--- config.mk ---
export PLATFORM = sky130hd
export DESIGN_NAME = uart_loop_bist
export DESIGN_NICKNAME = d
export VERILOG_FILES = /design/src/rtl/uart_loop_bist.sv
export SDC_FILE = /design/constraint.sdc
export NUM_CORES = 1
export LEC_CHECK = 0
export ABC_AREA = 1
export BUFFER_PORTS_ARGS = -buffer_cell sky130_fd_sc_hd__buf_2
export CORE_MARGIN = 1.5
export CORE_UTILIZATION = 60
export DETAILED_ROUTE_END_ITERATION = 7
export PLACE_DENSITY = 0.78
export SYNTH_ARGS = -nofsm -noshare
export SYNTH_HDL_FRONTEND = slang
export SYNTH_SLANG_ARGS = --single-unit
--- constraint.sdc ---
create_clock -name i_clk -period 4.25 [get_ports i_clk]
set_input_delay 0.6375 -clock i_clk [delete_from_list [all_inputs] [get_ports i_clk]]
set_output_delay 0.6375 -clock i_clk [all_outputs]
set_load 0.02 [all_outputs]
--- src/rtl/uart_loop_bist.sv ---
// Multi-lane UART loopback self-test: LFSR frames out on o_tx, checked back on i_rx.
// Optional even-parity bit per frame when UART_BIST_PARITY_EN is defined.
module uart_loop_bist #(
    parameter int CHANNELS   = 4,
    parameter int DATA_BITS  = 8,
    parameter int OVERSAMPLE = 16,
    parameter int DIV_WIDTH  = 16,
    parameter int CNT_WIDTH  = 16
) (
    input  logic                          i_clk,
    input  logic                          i_rstn,
    input  logic                          i_start,
    input  logic                          i_stop,
    input  logic [DIV_WIDTH-1:0]          i_div,
    input  logic [CNT_WIDTH-1:0]          i_frames,
    input  logic [DATA_BITS-1:0]          i_seed,
    output logic [CHANNELS-1:0]           o_tx,
    input  logic [CHANNELS-1:0]           i_rx,
    output logic                          o_busy,
    output logic                          o_done,
    output logic                          o_pass,
    output logic [CNT_WIDTH-1:0]          o_frame_cnt,
    output logic [CHANNELS*CNT_WIDTH-1:0] o_err_cnt
);

`ifdef UART_BIST_PARITY_EN
    localparam int PAR_BITS = 1;
`else
    localparam int PAR_BITS = 0;
`endif
    localparam int FRAME_BITS = DATA_BITS + 2 + PAR_BITS;
    localparam int BW = $clog2(FRAME_BITS);
    localparam int OW = $clog2(OVERSAMPLE);
    localparam int TO_TICKS = 2 * FRAME_BITS * OVERSAMPLE;
    localparam int TW = $clog2(TO_TICKS);
    localparam logic [BW-1:0] LAST_BIT = BW'(FRAME_BITS - 1);
    localparam logic [BW-1:0] STOP_RX = BW'(FRAME_BITS - 2);
    localparam logic [OW-1:0] OS_LAST = OW'(OVERSAMPLE - 1);
    localparam logic [OW-1:0] OS_HALF = OW'(OVERSAMPLE / 2 - 1);
    localparam logic [TW-1:0] TO_LAST = TW'(TO_TICKS - 1);
    localparam logic [8:0] TAPS9 =
        (DATA_BITS == 5) ? 9'h014 :
        (DATA_BITS == 6) ? 9'h030 :
        (DATA_BITS == 7) ? 9'h060 :
        (DATA_BITS == 8) ? 9'h0B8 : 9'h110;
    localparam logic [DATA_BITS-1:0] TAPS = TAPS9[DATA_BITS-1:0];

    typedef enum logic [1:0] {IDLE, RUN, DRAIN, DONE} state_t;

    function automatic logic [DATA_BITS-1:0] lfsr_step(input logic [DATA_BITS-1:0] v);
        return (v >> 1) ^ (v[0] ? TAPS : '0);
    endfunction

    function automatic logic [DATA_BITS-1:0] lane_seed(input logic [DATA_BITS-1:0] s,
                                                       input int k);
        logic [DATA_BITS-1:0] v;
        v = s ^ DATA_BITS'(k);
        return (v == '0) ? DATA_BITS'(1) : v;
    endfunction

    // Line level for frame bit idx: start, data LSB first, [parity], stop.
    function automatic logic tx_val(input logic [DATA_BITS-1:0] d,
                                    input logic [BW-1:0] idx);
        logic b;
        b = 1'b1;
        if (idx == '0) b = 1'b0;
        for (int i = 0; i < DATA_BITS; i++)
            if (idx == BW'(i + 1)) b = d[i];
`ifdef UART_BIST_PARITY_EN
        if (idx == BW'(DATA_BITS + 1)) b = ^d;
`endif
        return b;
    endfunction

    function automatic logic [CNT_WIDTH-1:0] sat_add(input logic [CNT_WIDTH-1:0] a,
                                                     input logic [CNT_WIDTH-1:0] b);
        logic [CNT_WIDTH:0] s;
        s = {1'b0, a} + {1'b0, b};
        return s[CNT_WIDTH] ? '1 : s[CNT_WIDTH-1:0];
    endfunction

    state_t state, state_nxt;

    logic [DIV_WIDTH-1:0] div_r, div_cnt;
    logic [CNT_WIDTH-1:0] frames_r, frame_cnt;
    logic                 tx_on, stop_req;
    logic [OW-1:0]        tx_os;
    logic [BW-1:0]        tx_bit;
    logic [TW-1:0]        to_cnt;
    logic [DATA_BITS-1:0] tx_data [CHANNELS];

    logic [CHANNELS-1:0]  rx_m, rx_s, rx_prev, rx_act, rx_chk;
    logic [OW-1:0]        rx_os  [CHANNELS];
    logic [BW-1:0]        rx_bit [CHANNELS];
    logic [DATA_BITS-1:0] rx_sh  [CHANNELS];
    logic [DATA_BITS-1:0] rx_exp [CHANNELS];
    logic [CNT_WIDTH-1:0] rx_cnt [CHANNELS];
    logic [CNT_WIDTH-1:0] err    [CHANNELS];
`ifdef UART_BIST_PARITY_EN
    logic [CHANNELS-1:0]  rx_par;
`endif

    logic go, tick, frame_end, last_frame, timeout, drain_to, rx_quiet, err_any;

    assign o_busy      = (state == RUN) || (state == DRAIN);
    assign o_done      = (state == DONE);
    assign o_frame_cnt = frame_cnt;
    assign go          = (state == IDLE) && i_start;
    assign tick        = o_busy && (div_cnt == div_r);
    assign frame_end   = (state == RUN) && tick && tx_on &&
                         (tx_os == OS_LAST) && (tx_bit == LAST_BIT);
    assign last_frame  = stop_req || i_stop ||
                         ((frames_r != '0) && (frame_cnt + CNT_WIDTH'(1) == frames_r));
    assign timeout     = tick && (to_cnt == TO_LAST);
    assign drain_to    = (state == DRAIN) && timeout;

    always_comb begin
        rx_quiet  = 1'b1;
        err_any   = 1'b0;
        o_err_cnt = '0;
        for (int k = 0; k < CHANNELS; k++) begin
            if (rx_act[k] || (rx_cnt[k] != frame_cnt)) rx_quiet = 1'b0;
            if (err[k] != '0) err_any = 1'b1;
            o_err_cnt[k*CNT_WIDTH +: CNT_WIDTH] = err[k];
        end
    end

    always_ff @(posedge i_clk or negedge i_rstn) begin
        if (!i_rstn) state <= IDLE;
        else         state <= state_nxt;
    end

    always_comb begin
        state_nxt = state;
        unique case (state)
            IDLE:  if (i_start) state_nxt = RUN;
            RUN:   if (frame_end && last_frame) state_nxt = DRAIN;
            DRAIN: if (rx_quiet || timeout) state_nxt = DONE;
            DONE:  state_nxt = IDLE;
            default: state_nxt = IDLE;
        endcase
    end

    always_ff @(posedge i_clk or negedge i_rstn) begin
        if (!i_rstn) begin
            div_r     <= '0;
            div_cnt   <= '0;
            frames_r  <= '0;
            frame_cnt <= '0;
            tx_on     <= 1'b0;
            stop_req  <= 1'b0;
            tx_os     <= '0;
            tx_bit    <= '0;
            to_cnt    <= '0;
            o_pass    <= 1'b0;
            o_tx      <= '1;
            for (int k = 0; k < CHANNELS; k++) tx_data[k] <= '0;
        end else if (go) begin
            div_r     <= i_div;
            div_cnt   <= '0;
            frames_r  <= i_frames;
            frame_cnt <= '0;
            tx_on     <= 1'b0;
            stop_req  <= 1'b0;
            tx_os     <= '0;
            tx_bit    <= '0;
            to_cnt    <= '0;
            o_pass    <= 1'b0;
            o_tx      <= '1;
            for (int k = 0; k < CHANNELS; k++) tx_data[k] <= lane_seed(i_seed, k);
        end else begin
            if (o_busy) div_cnt <= tick ? '0 : div_cnt + 1'b1;
            if ((state == RUN) && i_stop) stop_req <= 1'b1;
            if ((state == DRAIN) && tick) to_cnt <= to_cnt + 1'b1;
            if (state == DONE) o_pass <= !err_any;
            if ((state == RUN) && tick) begin
                if (!tx_on) begin
                    tx_on  <= 1'b1;
                    tx_os  <= '0;
                    tx_bit <= '0;
                    o_tx   <= '0;
                end else if (tx_os != OS_LAST) begin
                    tx_os <= tx_os + 1'b1;
                end else begin
                    tx_os <= '0;
                    if (tx_bit == LAST_BIT) begin
                        frame_cnt <= frame_cnt + 1'b1;
                        for (int k = 0; k < CHANNELS; k++)
                            tx_data[k] <= lfsr_step(tx_data[k]);
                        tx_bit <= '0;
                        // Back-to-back frames: the next start bit follows the stop bit directly.
                        if (last_frame) begin
                            tx_on <= 1'b0;
                            o_tx  <= '1;
                        end else begin
                            o_tx <= '0;
                        end
                    end else begin
                        tx_bit <= tx_bit + 1'b1;
                        for (int k = 0; k < CHANNELS; k++)
                            o_tx[k] <= tx_val(tx_data[k], tx_bit + 1'b1);
                    end
                end
            end
        end
    end

    always_ff @(posedge i_clk or negedge i_rstn) begin
        if (!i_rstn) begin
            rx_m    <= '1;
            rx_s    <= '1;
            rx_prev <= '1;
            rx_act  <= '0;
            rx_chk  <= '0;
`ifdef UART_BIST_PARITY_EN
            rx_par  <= '0;
`endif
            for (int k = 0; k < CHANNELS; k++) begin
                rx_os[k]  <= '0;
                rx_bit[k] <= '0;
                rx_sh[k]  <= '0;
                rx_exp[k] <= '0;
                rx_cnt[k] <= '0;
                err[k]    <= '0;
            end
        end else begin
            rx_m <= i_rx;
            rx_s <= rx_m;
            for (int k = 0; k < CHANNELS; k++) begin
                if (go) begin
                    rx_prev[k] <= 1'b1;
                    rx_act[k]  <= 1'b0;
                    rx_chk[k]  <= 1'b0;
                    rx_exp[k]  <= lane_seed(i_seed, k);
                    rx_cnt[k]  <= '0;
                    err[k]     <= '0;
                end else if (drain_to) begin
                    err[k] <= sat_add(err[k], frame_cnt - rx_cnt[k]);
                end else if (tick) begin
                    rx_prev[k] <= rx_s[k];
                    if (!rx_act[k]) begin
                        if (rx_prev[k] && !rx_s[k]) begin
                            rx_act[k] <= 1'b1;
                            rx_chk[k] <= 1'b1;
                            rx_os[k]  <= '0;
                            rx_bit[k] <= '0;
                        end
                    end else if (rx_chk[k]) begin
                        // Mid start bit: a high line means the edge was a glitch.
                        if (rx_os[k] == OS_HALF) begin
                            rx_chk[k] <= 1'b0;
                            rx_os[k]  <= '0;
                            if (rx_s[k]) rx_act[k] <= 1'b0;
                        end else begin
                            rx_os[k] <= rx_os[k] + 1'b1;
                        end
                    end else if (rx_os[k] != OS_LAST) begin
                        rx_os[k] <= rx_os[k] + 1'b1;
                    end else begin
                        rx_os[k] <= '0;
                        if (rx_bit[k] == STOP_RX) begin
                            rx_act[k] <= 1'b0;
                            rx_cnt[k] <= rx_cnt[k] + 1'b1;
                            rx_exp[k] <= lfsr_step(rx_exp[k]);
                            if ((rx_sh[k] != rx_exp[k]) || !rx_s[k]
`ifdef UART_BIST_PARITY_EN
                                || (rx_par[k] != ^rx_sh[k])
`endif
                               )
                                err[k] <= sat_add(err[k], CNT_WIDTH'(1));
                        end else begin
                            rx_bit[k] <= rx_bit[k] + 1'b1;
                            if (rx_bit[k] < BW'(DATA_BITS))
                                rx_sh[k] <= {rx_s[k], rx_sh[k][DATA_BITS-1:1]};
`ifdef UART_BIST_PARITY_EN
                            else
                                rx_par[k] <= rx_s[k];
`endif
                        end
                    end
                end
            end
        end
    end

endmodule

# Yosys cells after proc, flatten, opt, wreduce, memory -nomap -nowiden
# Cells that the tools add are included.
# word_totals
register_bits	366
in_bits	48
word_cells	595
# classes
addsub	29
order_cmp	4
eq_ne	71
mux	309
bitwise	25
n_reduce_logical	109
# op_table
op	count
two-way mux 16 bit	76
two-way mux 8 bit	40
two-way mux 4 bit	51
two-way mux 32 bit	5
two-way mux 1 bit	131
adder 16 x 1 -> 16 bit (second input constant)	6
nonzero test 16 bit	5
adder 16 x 1 -> 17 bit (second input constant)	4
adder 16 x 16 -> 17 bit	4
inequality test 16 bit	4
subtractor 16 bit	4
XOR 7 x 8 -> 8 bit	8
nonzero test 3 bit	17
AND reduction 6 bit	8
adder 4 x 1 -> 4 bit (second input constant)	10
nonzero test 2 bit	20
inequality test 2 bit (second input constant)	19
== test 16 bit	2
== test 4 x 3 -> 1 bit (second input constant)	8
logical NOT 8 bit	4
inequality test 8 bit	4
AND reduction 8 bit	4
== test 4 bit (second input constant)	7
AND reduction 7 bit	4
24 further kinds	102

# Depth between registers and ports, before layout
# logic_depth
word_depth	16
depth_mapped	27
depth_no_buf	27

# Least setup slack after synthesis
# OpenSTA, ideal clock, no wires.
# synth_timing
path_kind	register to register
startpoint	register frame_cnt[0] (netlist: o_frame_cnt[0])
endpoint	register err, in the netlist o_err_cnt[13]
t_arrival_ps	3693
required_time_ps	4132
path_slack_ps	439
path_stages_with_launch	24
path_buffers	1
period_less_slack_ps	3811
path_cell_list	dfrtp_1 > inv_1 > ha_1 > inv_1 > fa_1 > nand3_1 > and2_1 > inv_1 > a21oi_1 > o221ai_1 > a21oi_1 > nor2_1 > nor2_1 > xnor2_1 > ha_1 > nand2_1 > inv_1 > a221oi_1 > nand2_1 > buf_2 > nor2_1 > a21oi_1 > nor2_1 > nor2_1
# synth_between
elab_chain_len	5
# synth_rtl
item	line_no	text
start, declared	85	logic [CNT_WIDTH-1:0] frames_r, frame_cnt;
start signal, assigned	187	frame_cnt <= frame_cnt + 1'b1;
subtractor 16 bit	238	err[k] <= sat_add(err[k], frame_cnt - rx_cnt[k]);
adder 16 x 16 -> 17 bit	78	s = {1'b0, a} + {1'b0, b};
two-way mux 16 bit	79	return s[CNT_WIDTH] ? '1 : s[CNT_WIDTH-1:0];
two-way mux 16 bit	237	end else if (drain_to) begin
two-way mux 16 bit	230	if (go) begin
end signal, assigned by index	238	
end signal, assigned by index	270	err[k] <= sat_add(err[k], CNT_WIDTH'(1));
end, declared	98	logic [CNT_WIDTH-1:0] err [CHANNELS];
# Every way passes these cells.
# A chain may end at the register's enable or synchronous reset.

# Worst setup path after layout
# layout_timing
startpoint	register frame_cnt[2] (netlist: o_frame_cnt[2])
endpoint	register err, in the netlist o_err_cnt[34]
# The elaborated chain is that of the path after synthesis.

==> metrics.txt <==
core box area 46500 µm²; predominant post-synthesis flop cell dfrtp_1; Final Critical Period 3.90 ns; Max Root-Sink Buffers 3; setup total negative slack 0 ns; Net Count, Synth 4256; TritonCTS clock tree done; Max Cap Viol 0; total congestion overflow 0; crit-path leading delay family simple AND/OR/NAND/NOR gates; Initial Utilization 0.607; crit path kind reg2reg; CP cell instances buf_4 -> ha_1 -> nand3_1 -> nand2_1 -> nand2_1 -> o211ai_1 -> a21oi_1 -> o21bai_1 -> a21oi_1 -> o21ai_0 -> xor2_1 -> ha_1 -> nand2_1 -> nor2_1 -> nand3_1 -> nand4_1 -> buf_4 -> nor2_1 -> nand3_1 -> nand3_1 -> o21ai_1; # rows 79; layout cell share with drive strength beyond 1 0.0796; maximum vdd drop 0.482 mV; cts hold-fix bufs 0; Port Buf Inserts 134; Gate Count Post-Synth 4035; first-pass GRT wire length 124 mm; worst hold margin 0.119 ns; Critical Path Stages 21; vias in the first global route 24.9k; Layout Nets 4360; Die Width 220 µm; setup slack after layout 0.345 ns; Die Y 220 µm; Slew HR 0.396; WL final 75.7 mm; worst-margin pin slew 0.906 ns; critical-path cell with the highest stage delay dfrtp_2; CTS root buf clkbuf_16; #FFs+latches synth 366; post-synth top area cell dfrtp_1; worst endpoint required time 4.74 ns; count leader, synth nand2_1; Via density 5.65; worst slack at placement 0.116 ns; CTS sink count 366; Tcrit/Tclk final 0.919; first drt pass iteration count 6; drc violations 0; Pint 10.4 mW; ANT nets after route 0; Flop pwr share 0.284; crit-path max FO 16; Final Max Slew Viols 0; initial antenna violation count 1; Cell Area, Synth 28200 µm²; crit-path max cell delay 0.48 ns; area grow syn2layout 9.50%; flop2flop setup slack 0.35 ns; Hold Vio Cnt, Final 0; final setup fails 0; Distinct cells, synth 57; power share of the clock group 0.186; FFs w/ async S/R, synth 1.00; clk_lat worst skew 0.59 ns; total power draw 19.6 mW; largest net degree at the start of global routing 105; sequential share of the synthesized area 0.326; synthesized area per cell 6.99 µm²; RSZ-0062 raised after global routing false; DIE AREA 48300 µm²; most frequent cells after synthesis 896 x nand2_1, 508 x inv_1, 390 x nor2_1; Psw 9.22 mW; crit path DAT 4.39 ns; leak pwr 15.0 nW; Hold WC Path Type in2async; fin util 0.664; routed via count 27.0k; RePlAce Congestion 0.949; Cell Pwr Density 634 nW/µm²; crit path buf inv count 2; share of the synthesized area in the top cell type 0.311; clock slew at reported path FFs 0.06 ns; crit path launch type register; CP Capture Type register; status finished, final reports clean; Final Skew 0.0173 ns; # IOs 135; 1st-iter DRT viols 2400; CTS Buf Count 41; Net Sw Frac 0.471; half-perimeter wire length after placement 57.0 mm; GRT Util Overall 0.317; CP dominant cell by count nand3_1; Synth area leaders dfrtp_1 31%, nand2_1 12%, ha_1 7.3%; FF-to-FF path depth 21; max frequency 0.256 GHz; Comb pwr share 0.530; H-Tree Depth 2; EDFF count, synth 0; total of warnings raised by yosys 0; DR WL/cell 15.8 µm
## routing by layer
metal  vias up  part of all wire  global-route usage
met5         -                 0                   0
met3       138             0.060              0.0353
met2       807              0.45               0.512
met4         0             0.035               0.123
li1      13600                 -                   -
met1     12400              0.45               0.437
## path summary, 6_finish.rpt
kind / start / end
max in group asynchronous: i_rstn / rx_cnt[46]
min in group i_clk: i_rx[0] / rx_m[0]
hold / removal: i_rstn / o_frame_cnt[11]
setup / recovery: o_frame_cnt[2] / o_err_cnt[34]
setup reg to reg: o_frame_cnt[2] / o_err_cnt[34]
hold reg to reg: rx_m[2] / rx_s[2]
## final cells by class
class                      instances  area [µm²]
multi-input combinational       3036       16600
fill                            4281       15600
sequential                       366        9190
inverter                         521        1960
clock buffer                      60        1180
timing repair buffer             173        1020
tap                              607         759
clock inverter                    15         191
antenna                            1        2.50
## per-stage QoR
stage,instances,cell area (µm²)
after floorplan,4035,28200
after global placement,4701,29400
after detailed placement,4701,29400
after CTS,4776,30800
after global routing,4779,30900
final,4779,30900
## cells by family after synthesis
family                     share of synthesized area
DFF                                            0.326
xor gates and xnor gates                      0.0699
and+or+nand+nor                                0.301
buffers and inverters                         0.0884
adders and majority gates                     0.0789
AOI/OAI and AO/OA                              0.136
## layout by cell type (no fill, tap or decap), drive strengths merged, types with 9 or more instances in the layout
cell / instances
or2: 21
buf: 173
nor4: 42
o2111ai: 12
o21bai: 15
nor2: 397
o22ai: 27
nand2: 907
a21oi: 206
o211ai: 17
ha: 165
clkbuf: 60
xor2: 160
xnor2: 57
dfstp: 16
a31oi: 19
nand3: 375
o31ai: 11
a21o: 9
inv: 521
nor3: 89
dfrtp: 350
nand4: 95
o21ai: 355
clkinv: 9
## repair_timing
| action | in CTS | in global routing |
|---|---|---|
| buffers inserted | 0 | 2 |
| endpoints found under the setup margin | 0 | 47 |
| endpoints found under the hold margin | 0 | 0 |
| resized for setup | 0 | 18 |
## sequential cells by signal, summed over array words and instances (netlist names), 2 cells and up
| signal | flops |
|---|---|
| rx_bit | 16 |
| rx_exp | 32 |
| rx_sh | 32 |
| tx_data | 32 |
| rx_cnt | 64 |
| div_cnt | 16 |
| rx_os | 16 |
| o_tx | 4 |
| state | 2 |
| frames_r | 16 |
| rx_chk | 4 |
| o_frame_cnt | 16 |
| rx_m | 4 |
| tx_bit | 4 |
| tx_os | 4 |
| to_cnt | 9 |
| rx_s | 4 |
| rx_act | 4 |
| o_err_cnt | 64 |
| rx_prev | 4 |
| div_r | 16 |
## power by group through the flow
stage	clock network (mW)	logic, mW	registers, mW
floorplan	0	7.75	5.47
finish	3.65	10.4	5.55
global route	3.83	11.8	5.68
CTS	3.69	10.3	5.52
global placement	0	10.1	5.55
detailed placement	0	10.2	5.57
Power figures use the tool's default switching activity.
